[src/rtl/calc_arith_sequencer.sv]
// calc_arith_sequencer: multi-cycle add/sub/shift-add multiply/restoring divide around one shared adder.
// Define CALC_ARITH_OVF_EN to enable the oOVF flag (2W-bit multiply accumulator).
module calc_arith_sequencer #(
    parameter int W     = 24,
    parameter int CNT_W = 5
) (
    input  logic         clk,
    input  logic         iRST_n,
    input  logic         iSTART,
    input  logic [1:0]   iOP,
    input  logic [W-1:0] iA,
    input  logic [W-1:0] iB,
    output logic         oBUSY,
    output logic         oDONE,
    output logic [W-1:0] oRESULT,
    output logic [W-1:0] oREM,
    output logic         oDIV0,
    output logic         oOVF
);
`ifdef CALC_ARITH_OVF_EN
    localparam int ACC_W = 2 * W;
`else
    localparam int ACC_W = W;
`endif
    // two guard bits so the divide trial subtraction has an unambiguous sign bit
    localparam int AW = ACC_W + 2;
    typedef enum logic [2:0] {S_IDLE, S_LOAD, S_ADDSUB, S_MUL, S_DIV, S_DONE} state_t;
    state_t             r_state, w_next;
    logic [1:0]         r_op;
    logic [ACC_W-1:0]   r_a, r_acc;
    logic [W-1:0]       r_b, r_rem, r_q, r_res, r_rem_out;
    logic [CNT_W-1:0]   r_cnt;
    logic               r_done, r_div0, r_ovf;
    logic               w_accept, w_last, w_div0, w_sub, w_ge, w_ovf;
    logic [AW-1:0]      w_x, w_y, w_sum;

    assign w_accept = r_state == S_IDLE && !r_done && iSTART;
    assign w_last   = r_cnt == CNT_W'(W - 1);
    assign w_div0   = r_op == 2'b00 && r_b == '0;
    assign w_sub    = (r_state == S_ADDSUB && r_op == 2'b10) || r_state == S_DIV;
    assign w_x      = r_state == S_DIV ? AW'({r_rem, r_q[W-1]}) : r_state == S_MUL ? AW'(r_acc) : AW'(r_a);
    assign w_y      = r_state == S_MUL ? (r_b[0] ? AW'(r_a) : '0) : AW'(r_b);
    assign w_sum    = w_x + (w_sub ? ~w_y : w_y) + AW'(w_sub);
    assign w_ge     = !w_sum[AW-1];
`ifdef CALC_ARITH_OVF_EN
    // add: carry into bit W; sub: borrow leaves bit W set; mul: any high product bit
    assign w_ovf = r_op == 2'b00 ? 1'b0 : r_op == 2'b11 ? |r_acc[ACC_W-1:W] : r_acc[W];
`else
    assign w_ovf = 1'b0;
`endif

    assign oBUSY   = r_state != S_IDLE || r_done;
    assign oDONE   = r_done;
    assign oRESULT = r_res;
    assign oREM    = r_rem_out;
    assign oDIV0   = r_div0;
    assign oOVF    = r_ovf;

    always_ff @(posedge clk or negedge iRST_n) begin
        if (!iRST_n) r_state <= S_IDLE;
        else         r_state <= w_next;
    end

    always_comb begin
        w_next = r_state;
        case (r_state)
            S_IDLE:       w_next = w_accept ? S_LOAD : S_IDLE;
            S_LOAD:       w_next = w_div0 ? S_DONE : r_op == 2'b11 ? S_MUL : r_op == 2'b00 ? S_DIV : S_ADDSUB;
            S_ADDSUB:     w_next = S_DONE;
            S_MUL, S_DIV: w_next = w_last ? S_DONE : r_state;
            default:      w_next = S_IDLE;
        endcase
    end

    always_ff @(posedge clk or negedge iRST_n) begin
        if (!iRST_n) begin
            r_op      <= '0;
            r_a       <= '0;
            r_b       <= '0;
            r_acc     <= '0;
            r_rem     <= '0;
            r_q       <= '0;
            r_cnt     <= '0;
            r_done    <= 1'b0;
            r_res     <= '0;
            r_rem_out <= '0;
            r_div0    <= 1'b0;
            r_ovf     <= 1'b0;
        end else begin
            r_done <= 1'b0;
            case (r_state)
                S_IDLE: if (w_accept) begin
                    r_op <= iOP;
                    r_a  <= ACC_W'(iA);
                    r_b  <= iB;
                    r_q  <= iA;
                end
                S_LOAD: begin
                    r_acc <= '0;
                    r_rem <= '0;
                    r_cnt <= '0;
                end
                S_ADDSUB: r_acc <= w_sum[ACC_W-1:0];
                S_MUL: begin
                    r_acc <= w_sum[ACC_W-1:0];
                    r_a   <= r_a << 1;
                    r_b   <= r_b >> 1;
                    r_cnt <= r_cnt + CNT_W'(1);
                end
                S_DIV: begin
                    // r_q shifts dividend bits out at the top and quotient bits in at the bottom
                    r_rem <= w_ge ? w_sum[W-1:0] : {r_rem[W-2:0], r_q[W-1]};
                    r_q   <= {r_q[W-2:0], w_ge};
                    r_cnt <= r_cnt + CNT_W'(1);
                end
                S_DONE: begin
                    r_done    <= 1'b1;
                    r_res     <= w_div0 ? '1 : r_op == 2'b00 ? r_q : r_acc[W-1:0];
                    r_rem_out <= w_div0 ? r_a[W-1:0] : r_op == 2'b00 ? r_rem : '0;
                    r_div0    <= w_div0;
                    r_ovf     <= w_ovf;
                end
                default: ;
            endcase
        end
    end
endmodule

[config.mk]
export PLATFORM = sky130hd
export DESIGN_NAME = calc_arith_sequencer
export DESIGN_NICKNAME = d
export VERILOG_FILES = /design/src/rtl/calc_arith_sequencer.sv
export SDC_FILE = /design/constraint.sdc
export NUM_CORES = 1
export LEC_CHECK = 0
export ABC_AREA = 1
export BUFFER_PORTS_ARGS = -buffer_cell sky130_fd_sc_hd__buf_2
export CORE_MARGIN = 2
export CORE_UTILIZATION = 60
export CTS_BUF_LIST = sky130_fd_sc_hd__clkbuf_8
export DETAILED_ROUTE_END_ITERATION = 6
export GPL_TIMING_DRIVEN = 1
export PLACE_DENSITY = 0.87
export REMOVE_ABC_BUFFERS = 1
export SLEW_MARGIN = 10
export SYNTH_ARGS = -nofsm -noshare
export SYNTH_HDL_FRONTEND = slang
export SYNTH_SLANG_ARGS = --single-unit
[constraint.sdc]
create_clock -name clk -period 4 [get_ports clk]
set_clock_uncertainty 0.15 [all_clocks]
set_input_delay 0.4 -clock clk [delete_from_list [all_inputs] [get_ports clk]]
set_output_delay 0.4 -clock clk [all_outputs]
set_load 0.005 [all_outputs]
==> results.ini, run 1 <==
[setup_path]
timing_worst_setup_path_type=register to register
reg2regPathDepth=18
r2r_slack_ns=0.25
arrival_ns=3.98
critPathMaxStageDelay_ns=0.50
critPathCaptureType=register
start_kind=register
worstPathRequired_ns=4.24
r2r-start=r_state[0]$_DFFE_PN0P_
crit_slowest_cell=dfrtp_1
path_max_fanout=41
reg2reg_to=r_rem[6]$_DFFE_PN0P_
path_cells=nand2_1, nor2_4, buf_12, buf_4, nand2_1, o22ai_1, xor2_1, ha_1, a21oi_1, o21ai_0, nand4_1, nand3_1, nor2_2, nand2_4, buf_4, a21oi_1, o21ai_1, o21ai_0

[clock_tree]
cts_tree=done
clock-sinks=180
cts_buffer_depth=2
clkTransAtPathRegs_ns=0.10
postCtsSetupBuffers=0
insertion_delay_ns=0.49
cts_buffers=17
h-tree-depth=4
clockRootBuffer=clkbuf_8

[hold_path]
hold_start=iA[6]
whs_path_depth=3
hp-class=primary input to register
whs_endpoint=r_a[6]$_DFFE_PN0P_

[place]
place_area_um2=11100
hpwlAfterDp_mm=23.1
gp_congestion=1.02
dp.cells=1584
io_buffers=103

[synth]
synthesis.instances=1295
syn_avg_cell_area_um2=7.92
synth_seq_area_share_pct=43.9
synthDistinctLibCells=45
syn_area_um2=10300
yosysWarnings=0
synth_seq_cells=180

[cells_and_area]
postLayoutCoreUtil_pct=70.8
final_nets=1488
stdcell_count=1644
fin_area_um2=11800
fillers=1346
drive_above_1_share_pct=14.1
syn_to_final_growth_pct=14.8

[floorplan]
die_h_um=135
start_util_pct=61.7
core_um2=16600
die_x_um=135
pin_count=105
die_area_um2=18200
row_count=47

[global_route]
use_met1_pct=53.0
grt_use_met2_pct=55.7
grt_max_degree=108
antenna_found_initial=2
grt_pass1_wl_mm=52.1
overflow=0
grt_pass1_vias=9695
grtUsageMet3_pct=12.3
top_usage_layer=met2
grt.total_usage_pct=37.6

[flow_run]
maxCapViolations=0

[detailed_routing]
antenna_left=0
wl_mm=33.2
wl_per_cell_um=20.2
dr.pass1.iters=5
drc_errors=0
num_vias=10100
drtIter0Drc=929
viasPerCell=6.14

[timing]
relSlewSlack_pct=33.7
rsz0062_at_grt=no
worstMarginPinSlew_ns=0.995
slew_violations=0
post-route-period-util_pct=93.6
hold_violations=0
period_minus_slack_ns=3.75
whs_ns=0.0102
setup_viol=0
max_freq_mhz=267

[outcome]
status=completed

## worst max path at each step
stage	startpoint	endpoint	slack, ns	cells after the start
3_3_place_gp	r_state[1]$_DFFE_PN0P_	r_rem[18]$_DFFE_PN0P_	0.26	16
5_1_grt	r_state[0]$_DFFE_PN0P_	r_rem[4]$_DFFE_PN0P_	0.02	18
6_report	r_state[0]$_DFFE_PN0P_	r_rem[6]$_DFFE_PN0P_	0.25	18
3_5_place_dp	r_state[1]$_DFFE_PN0P_	r_rem[16]$_DFFE_PN0P_	0.14	17
4_1_cts	r_state[1]$_DFFE_PN0P_	r_rem[16]$_DFFE_PN0P_	0.14	17
2_1_floorplan	r_state[2]$_DFFE_PN0P_	r_rem[17]$_DFFE_PN0P_	-0.58	17
## critical path, delay by kind of cell (launching register included)
kind	cells	cell delay, ns
buffers and inverters	3	0.63
XOR/XNOR	1	0.29
AO/OA/AOI/OAI	6	0.83
flip-flops	1	0.50
adder cells (fa/ha/maj)	1	0.32
AND/OR/NAND/NOR	7	0.90
## cells in the mapped netlist, drive strengths merged
library cell,n,area share (%)
a21boi,3,0.22
mux2i,1,0.098
nor3,11,0.59
xor2,30,2.6
o31ai,2,0.15
buf,23,1.3
ha,24,2.9
o221ai,27,2.3
inv,121,4.4
dfrtp,180,44
a31oi,21,1.3
xnor2,9,0.77
clkbuf,46,1.7
o21a,26,1.9
nand3b,3,0.22
nand3,67,3.6
fa,1,0.20
a21oi,51,2.5
clkinv,4,0.15
o2111ai,23,2.0
nor2,59,2.4
nor4,5,0.30
o22ai,45,2.7
conb,1,0.037
o211ai,37,2.8
a32o,1,0.098
nand4,8,0.61
nand2,388,14
o21ai,78,3.8
## flip-flops by register name, summed over array words and instances, names as in the netlist
signal   cells
oDIV0        1
oDONE        1
oREM        24
oRESULT     24
r_a         24
r_acc       24
r_b         24
r_cnt        5
r_op         2
r_q         24
r_rem       24
r_state      3
## kinds of logic (layout without fill, tap and decap cells)
logic type / after synthesis / after routing / synth area share (%)
and+or+nand+nor: 541 / 541 / 22.2
AOI/OAI and AO/OA: 314 / 314 / 19.7
buffers and inverters: 194 / 322 / 7.58
DFF: 180 / 180 / 43.9
xor gates and xnor gates: 39 / 39 / 3.33
adders and majority gates: 25 / 25 / 3.12
other: 1 / 2 / 0.0365
muxes: 1 / 1 / 0.0976
## metal layers
metal / vias up / share of wire, %
li1: 4638 / -
met2: 592 / 44
met5: - / 0
met1: 4794 / 41
met3: 74 / 12
met4: 0 / 2.0
## final cells by class
class                   instances  area [um^2]  share of cell area (%)
multi-input cells             921         5010                    42.6
flip-flops and latches        180         4510                    38.3
repair buffers                165         1100                    9.30
inverters                     125          473                    4.01
well taps                     220          275                    2.34
clock buffers                  17          234                    1.99
clock inverters                15          180                    1.53
diodes                          1         2.50                  0.0212
## cell usage in the layout (no fill, tap or decap), types with 3 or more instances in the layout
cell             n
nand2_1        382
dfrtp_1        178
inv_1          116
buf_2          102
o21ai_0         71
nand3_1         62
nor2_1          52
a21oi_1         51
o22ai_1         45
o211ai_1        36
buf_4           31
xor2_1          30
o221ai_1        27
dlygate4sd3_1   27
o21a_1          26
ha_1            24
o2111ai_1       23
a31oi_1         21
clkbuf_8        17
nor3_1          10
xnor2_1          9
inv_2            6
o21ai_1          6
nand4_1          6
nor4_1           5
nor2_4           4
clkinv_2         4
nand3_2          3
clkinv_1         3
nand2_2          3
nand3b_1         3
nor2_2           3
bufinv_16        3
clkinv_4         3
buf_12           3
## metrics by stage
stage          TNS [ns]  worst slack [ns]
3_5_place_dp          0             0.137
2_1_floorplan    -15.25            -0.578
6_report              0             0.255
4_1_cts               0             0.138
5_1_grt               0            0.0216
3_3_place_gp          0             0.265
## repair_timing
item | CTS | global route
endpoints found under the hold margin | 131 | 0
gates resized for setup | 0 | 6
endpoints found under the setup margin | 0 | 27
hold buffers | 27 | 0
Power of run 1 is left out: the tool's default activity adds up to more than one toggle a clock period on the data nets, which glitch-free logic cannot reach.
==> run 2: changes to the inputs <==
--- a/config.mk
+++ b/config.mk
@@ -5,7 +5,6 @@
 export SDC_FILE = /design/constraint.sdc
 export NUM_CORES = 1
 export LEC_CHECK = 0
-export ABC_AREA = 1
 export BUFFER_PORTS_ARGS = -buffer_cell sky130_fd_sc_hd__buf_2
 export CORE_MARGIN = 2
 export CORE_UTILIZATION = 60
@@ -14,7 +13,7 @@
 export GPL_TIMING_DRIVEN = 1
 export PLACE_DENSITY = 0.87
 export REMOVE_ABC_BUFFERS = 1
-export SLEW_MARGIN = 10
+export SLEW_MARGIN = 15
 export SYNTH_ARGS = -nofsm -noshare
 export SYNTH_HDL_FRONTEND = slang
 export SYNTH_SLANG_ARGS = --single-unit
==> run 2 against run 1 <==
The run now ends with design-rule violations, negative setup slack left. Clock-buffer cell count unchanged. Design area is 7.0% higher. Die area up 1.5%. Worst setup slack got worse by 0.30 ns. Sequential share of layout area fell by 2.5 points. Critical path depth is 2 lower. First-iteration DRC count increased by 13%. Flip-flop and latch count unchanged. Synthesized cell count shrank 8.3%. Non-clock buffer count rose by 69. Critical path type unchanged. Critical endpoint is now r_rem[1]$_DFFE_PN0P_.
==> results.ini, run 2 <==
[synth]
yosys.area_share.simple_pct=19.0  ; -3.2 points
netlist_top_cells_count=nand2_1, dfrtp_1, nor2_1
synthesis.instances=1187  ; -8.3%
yosys_most_used_dff=dfrtp_1
synth_edf_count=0  ; unchanged
yosysWarnings=0  ; unchanged
synth_mux_area_share_pct=3.11  ; +3.0 points
yosysMostFrequentCell=nand2_1
synth_top_family_by_area=compound AO/OA/AOI/OAI gates
synth_top_cell_by_area=dfrtp_1
ys_async_sr_fraction_pct=100  ; unchanged
syn_area_um2=10400  ; +1.5%
synth-compound-area-share_pct=24.0  ; +4.3 points
synth_top_area_share_pct=43.2  ; -0.66 points
synthAdderAreaFrac_pct=3.07  ; -0.047 points
synth_seq_cells=180  ; unchanged
synth_xor_area_share_pct=3.36  ; +0.034 points
ys_top_cells_by_area=dfrtp_1, nand2_1, a21oi_1, a31oi_1, nor2_1
synthDistinctLibCells=67  ; +49%
syn_avg_cell_area_um2=8.78  ; +11%
synth_seq_area_share_pct=43.2  ; -0.66 points

[detailed_routing]
antenna_left=0  ; unchanged
wl_mm=34.3  ; +3.3%
num_vias=10400  ; +2.5%
drtIter0Drc=1049  ; +13%
wl_per_cell_um=21.6  ; +6.9%
dr.pass1.iters=7  ; +2
viasPerCell=6.52  ; +6.1%
drc_errors=1  ; +1

[global_route]
grt.total_usage_pct=36.7  ; -0.94 points
grt_max_degree=98  ; -9.3%
grt_pass1_vias=9742  ; +0.48%
overflow=0  ; unchanged
grt_pass1_wl_mm=52.2  ; +0.17%
antenna_found_initial=0  ; -2

[setup_path]
critPathCaptureType=register
timing_worst_setup_path_type=register to register
path_common_cell=nand2_1
path_buf_inv=3  ; unchanged
path_cells=and3b_2, buf_12, buf_4, nand2_1, a31oi_2, ha_1, nand2_1, o21a_1, o31ai_4, o2111ai_2, nand3_2, a41oi_4, a31oi_4, buf_6, or3_1, a32o_1
r2r_slack_ns=-0.05  ; -0.30 ns
crit_family=compound AO/OA/AOI/OAI gates
path_max_fanout=15  ; -63%
critPathMaxStageDelay_ns=0.45  ; -0.05 ns
crit_slowest_cell=dfrtp_1
path_depth=16  ; -2
worstPathRequired_ns=4.22  ; -0.02 ns
reg2regPathDepth=16  ; -2
r2r-start=r_state[2]$_DFFE_PN0P_
arrival_ns=4.26  ; +0.28 ns
reg2reg_to=r_rem[1]$_DFFE_PN0P_
start_kind=register

[timing]
whs_ns=0.0106  ; +0.000400 ns
relSlewSlack_pct=27.9  ; -5.8 points
hold_violations=0  ; unchanged
setup_viol=11  ; +11
post-route-period-util_pct=101  ; +7.5 points
rsz0062_at_grt=yes
setup_slack_ns=-0.0462  ; -0.301 ns
worstMarginPinSlew_ns=1.08  ; +0.0867 ns
slew_violations=0  ; unchanged
period_minus_slack_ns=4.05  ; +0.301 ns
max_freq_mhz=247  ; -7.4%

[floorplan]
die_area_um2=18400  ; +1.5%
die_h_um=136  ; +0.74%
core_um2=17100  ; +2.8%
row_count=48  ; +2.1%
pin_count=105  ; unchanged
die_x_um=136  ; +0.74%
start_util_pct=60.9  ; -0.79 points

[cells_and_area]
antenna_cells=0  ; -1
drive_above_1_share_pct=22.5  ; +8.3 points
syn_to_final_growth_pct=21.0
final_cell_mix=nand2_1, dfrtp_1, buf_2
final_nets=1428  ; -4.0%
layout_commonest_cell=nand2_1

[outcome]
violations=design-rule violations, negative setup slack
status=finished with violations

[clock_tree]
clock-sinks=180  ; unchanged
h-tree-depth=4  ; unchanged
cts_buffer_depth=2  ; unchanged
insertion_delay_ns=0.47  ; -0.02 ns
cts_tree=done
clockRootBuffer=clkbuf_8
cts_buffers=17  ; unchanged
clkTransAtPathRegs_ns=0.11  ; about the same

[hold_path]
whs_path_depth=3  ; unchanged
hold_start=iB[16]
hp-class=primary input to register
whs_endpoint=r_b[16]$_DFFE_PN0P_

[place]
gp_congestion=0.951  ; -6.7%
hpwlAfterDp_mm=23.3  ; +0.74%
io_buffers=103  ; unchanged

[flow_run]
maxCapViolations=0  ; unchanged

[run 2: worst max-delay path by stage]
stage / slack [ns] / endpoint / from
finish: -0.05 / r_rem[1]$_DFFE_PN0P_ / r_state[2]$_DFFE_PN0P_
global route: -0.19 / r_rem[3]$_DFFE_PN0P_ / r_state[2]$_DFFE_PN0P_
CTS: -0.005 / r_rem[10]$_DFFE_PN0P_ / r_state[1]$_DFFE_PN0P_
detailed placement: -0.03 / r_rem[10]$_DFFE_PN0P_ / r_state[1]$_DFFE_PN0P_
global placement: 0.08 / r_rem[14]$_DFFE_PN0P_ / r_state[1]$_DFFE_PN0P_
floorplan: -2.05 / r_rem[10]$_DFFE_PN0P_ / r_state[2]$_DFFE_PN0P_
[run 2: cell families (layout without fill, tap and decap cells)]
group / count (synthesis) / in the layout
AOI/OAI and AO/OA: 370 / 370
xor gates and xnor gates: 40 / 40
adders and majority gates: 25 / 25
buffers and inverters: 108 / 284
DFF: 180 / 180
muxes: 32 / 32
other: 1 / 1
and+or+nand+nor: 431 / 431
[run 2: what timing repair did]
item / in CTS / in global routing
cloned: 0 / 3
gates resized for setup: 4 / 49
pin swaps: 0 / 30
setup buffers: 1 / 19
hold buffers: 13 / 0
hold endpoints to repair: 106 / 0
endpoints found under the setup margin: 13 / 32
[run 2: metrics by stage]
step                      std cells  worst slack, ns  setup TNS [ns]  utilization [%]  instance area, um^2
after floorplan                1097            -2.05          -97.16                -                10100
after global placement         1520           0.0802               0             68.3                11700
after detailed placement       1520          -0.0299         -0.0903             68.3                11700
after CTS                      1566         -0.00482        -0.00735             71.2                12200
after global routing           1588           -0.194           -2.93             73.7                12600
final                          1588          -0.0462          -0.218             73.7                12600
[run 2: per-layer routing]
metal / track usage, % / vias up / wire length [um]
li1: - / 4631 / -
met1: 48.1 / 5010 / 13500
met2: 61.0 / 603 / 16500
met3: 6.21 / 108 / 2880
met4: 14.3 / 0 / 1300
met5: 0 / - / 0
[run 2: area by class of cell]
type / instances / area [um^2]
Multi-Input combinational cell: 899 / 5700
Fill cell: 1267 / 4510
Sequential cell: 180 / 4510
Timing Repair Buffer: 234 / 1700
Tap cell: 225 / 282
Clock buffer: 17 / 234
Clock inverter: 15 / 123
Inverter: 18 / 67.6
[run 2: tightest hold or removal path, delay by kind of cell]
kind | cells | cell delay (ns)
buf+inv | 1 | 0.08
compound gates | 1 | 0.06
simple gates | 1 | 0.06
Power of run 2 is left out for the same reason.
==> run 3: changes to the inputs <==
--- a/config.mk
+++ b/config.mk
@@ -7,11 +7,11 @@
 export LEC_CHECK = 0
 export BUFFER_PORTS_ARGS = -buffer_cell sky130_fd_sc_hd__buf_2
 export CORE_MARGIN = 2
-export CORE_UTILIZATION = 60
+export CORE_UTILIZATION = 50
 export CTS_BUF_LIST = sky130_fd_sc_hd__clkbuf_8
 export DETAILED_ROUTE_END_ITERATION = 6
 export GPL_TIMING_DRIVEN = 1
-export PLACE_DENSITY = 0.87
+export PLACE_DENSITY = 0.75
 export REMOVE_ABC_BUFFERS = 1
 export SLEW_MARGIN = 15
 export SYNTH_ARGS = -nofsm -noshare
==> run 3 against run 2 <==
The flow finishes with violations (negative setup slack). Critical path depth unchanged. Via count down 2.8%. Hold slack hardly changed. Design area grew 1.4%. Register-to-register slack lost 0.11 ns. First-iteration DRC count fell by 12%. Clock-buffer cell count up 1. Utilization shrank 11 points. Die area increased by 19%. Flip-flop and latch count stayed put. Fmax down 2.6%.
==> results.ini, run 3 (same netlist as run 2, synthesis figures left out) <==
[cells_and_area]
antenna_cells=0  ; unchanged
layout_commonest_cell=nand2_1
multi_input_area_um2=5720  ; +0.37%
final_cell_mix=nand2_1, dfrtp_1, buf_4
postLayoutCoreUtil_pct=62.8  ; -11 points
fillers=1716  ; +35%
drive_above_1_share_pct=22.7  ; +0.29 points
syn_to_final_growth_pct=22.7
final_nets=1437  ; +0.63%
seq_area_um2=4510  ; unchanged

[setup_path]
critPathCaptureType=register
arrival_ns=4.36  ; +0.10 ns
r2r_slack_ns=-0.15  ; -0.11 ns
r2r-start=r_state[1]$_DFFE_PN0P_
reg2reg_to=r_rem[10]$_DFFE_PN0P_
start_kind=register
path_max_fanout=22  ; +7
reg2regPathDepth=16  ; unchanged
timing_worst_setup_path_type=register to register
critPathLaunch=r_state[1]$_DFFE_PN0P_
worstPathRequired_ns=4.21  ; about the same

[timing]
relSlewSlack_pct=47.2  ; +19 points
setup_viol=16  ; +5
post-route-period-util_pct=104  ; +2.7 points
rsz0062_at_grt=yes
setup_slack_ns=-0.153  ; -0.107 ns
hold_violations=0  ; unchanged
max_freq_mhz=241  ; -2.6%
worstMarginPinSlew_ns=0.791  ; -0.290 ns
whs_ns=0.0102  ; -0.000418 ns
slew_violations=0  ; unchanged
period_minus_slack_ns=4.15  ; +0.107 ns
totalNegativeSetupSlack_ns=-1.72  ; -1.50 ns

[global_route]
overflow=0  ; unchanged
antenna_found_initial=0  ; unchanged
grt.total_usage_pct=30.4  ; -6.3 points
grt_pass1_vias=9845  ; +1.1%
grt_pass1_wl_mm=52.6  ; +0.73%
grt_max_degree=83  ; -15%

[floorplan]
die_h_um=148  ; +9.3%
die_area_um2=22000  ; +19%
die_x_um=148  ; +9.3%
row_count=52  ; +8.3%
pin_count=105  ; unchanged
core_um2=20400  ; +19%
start_util_pct=51.2  ; -9.7 points

[hold_path]
hold_start=iB[5]
hp-class=primary input to register
whs_endpoint=r_b[5]$_DFFE_PN0P_
whs_path_depth=3  ; unchanged

[outcome]
violations=negative setup slack
status=finished with violations

[clock_tree]
clock-sinks=180  ; unchanged
cts_tree=done
clkTransAtPathRegs_ns=0.10  ; about the same
cts_buffers=17  ; unchanged
insertion_delay_ns=0.47  ; about the same
cts_buffer_depth=2  ; unchanged
h-tree-depth=4  ; unchanged
clockRootBuffer=clkbuf_8

[place]
dp_slack_ns=-0.0471  ; -0.0172 ns
io_buffers=103  ; unchanged
hpwlAfterDp_mm=22.7  ; -2.3%
gp_congestion=0.950  ; -0.11%

[detailed_routing]
drtIter0Drc=923  ; -12%
antenna_left=0  ; unchanged
wl_per_cell_um=20.4  ; -5.5%
viasPerCell=6.13  ; -6.0%
dr.pass1.iters=5  ; -2
drc_errors=0  ; -1
num_vias=10100  ; -2.8%
wl_mm=33.5  ; -2.3%

[flow_run]
maxCapViolations=0  ; unchanged

-- run 3: changes by cell type in the layout (fill, tap and decap cells not counted), sizes merged --
cell / previous run / this run
buf: 218 / 219
bufinv: 0 / 1
clkbuf: 20 / 22
dlygate4sd3: 13 / 20
inv: 27 / 25
-- run 3: final cells by class --
class	count	share of cell area, %
Clock buffer	18	1.94
Clock inverter	14	0.988
Inverter	18	0.528
Multi-Input combinational cell	899	44.8
Sequential cell	180	35.2
Tap cell	270	2.64
Timing Repair Buffer	243	13.9
-- run 3: repair_timing --
item,in CTS,in global routing
buffers inserted,0,17
hold buffers,20,0
cloned,0,3
endpoints found under the setup margin,14,32
endpoints found under the hold margin,99,0
resized for setup,3,44
pin swaps,0,12
-- run 3: worst max-delay path, cell delays in order, from the launching register on --
cell,delay (ns)
dfrtp_2,0.45
and3b_2,0.27
buf_12,0.16
and3_1,0.17
a21oi_1,0.28
xnor2_1,0.25
ha_1,0.35
a21oi_2,0.15
o21a_1,0.20
o31ai_4,0.10
o2111ai_2,0.19
nand3_2,0.15
a41oi_4,0.23
a31oi_4,0.13
buf_12,0.18
or3_1,0.33
a32o_1,0.26
-- run 3: worst max path at each step --
stage | cells after the start | slack, ns | end
after floorplan | 15 | -2.05 | r_rem[10]$_DFFE_PN0P_
after global placement | 17 | 0.05 | r_rem[14]$_DFFE_PN0P_
after detailed placement | 14 | -0.05 | r_rem[11]$_DFFE_PN0P_
after CTS | 14 | 0.003 | r_rem[8]$_DFFE_PN0P_
after global routing | 16 | -0.26 | r_rem[17]$_DFFE_PN0P_
final | 16 | -0.15 | r_rem[10]$_DFFE_PN0P_
-- run 3: per-stage QoR --
stage	instance area, um^2	std cells
after detailed placement	11800	1570
final	12800	1642
after CTS	12400	1622
after global routing	12800	1642
after global placement	11800	1570
after floorplan	10100	1097
-- run 3: routing by layer --
metal	vias to the layer above	part of all wire (%)	global-route usage [%]
li1	4647	-	-
met1	4941	43	41.4
met2	408	48	50.5
met3	64	6.1	3.74
met4	0	2.3	10.3
met5	-	0	0
Power of run 3 is left out for the same reason.
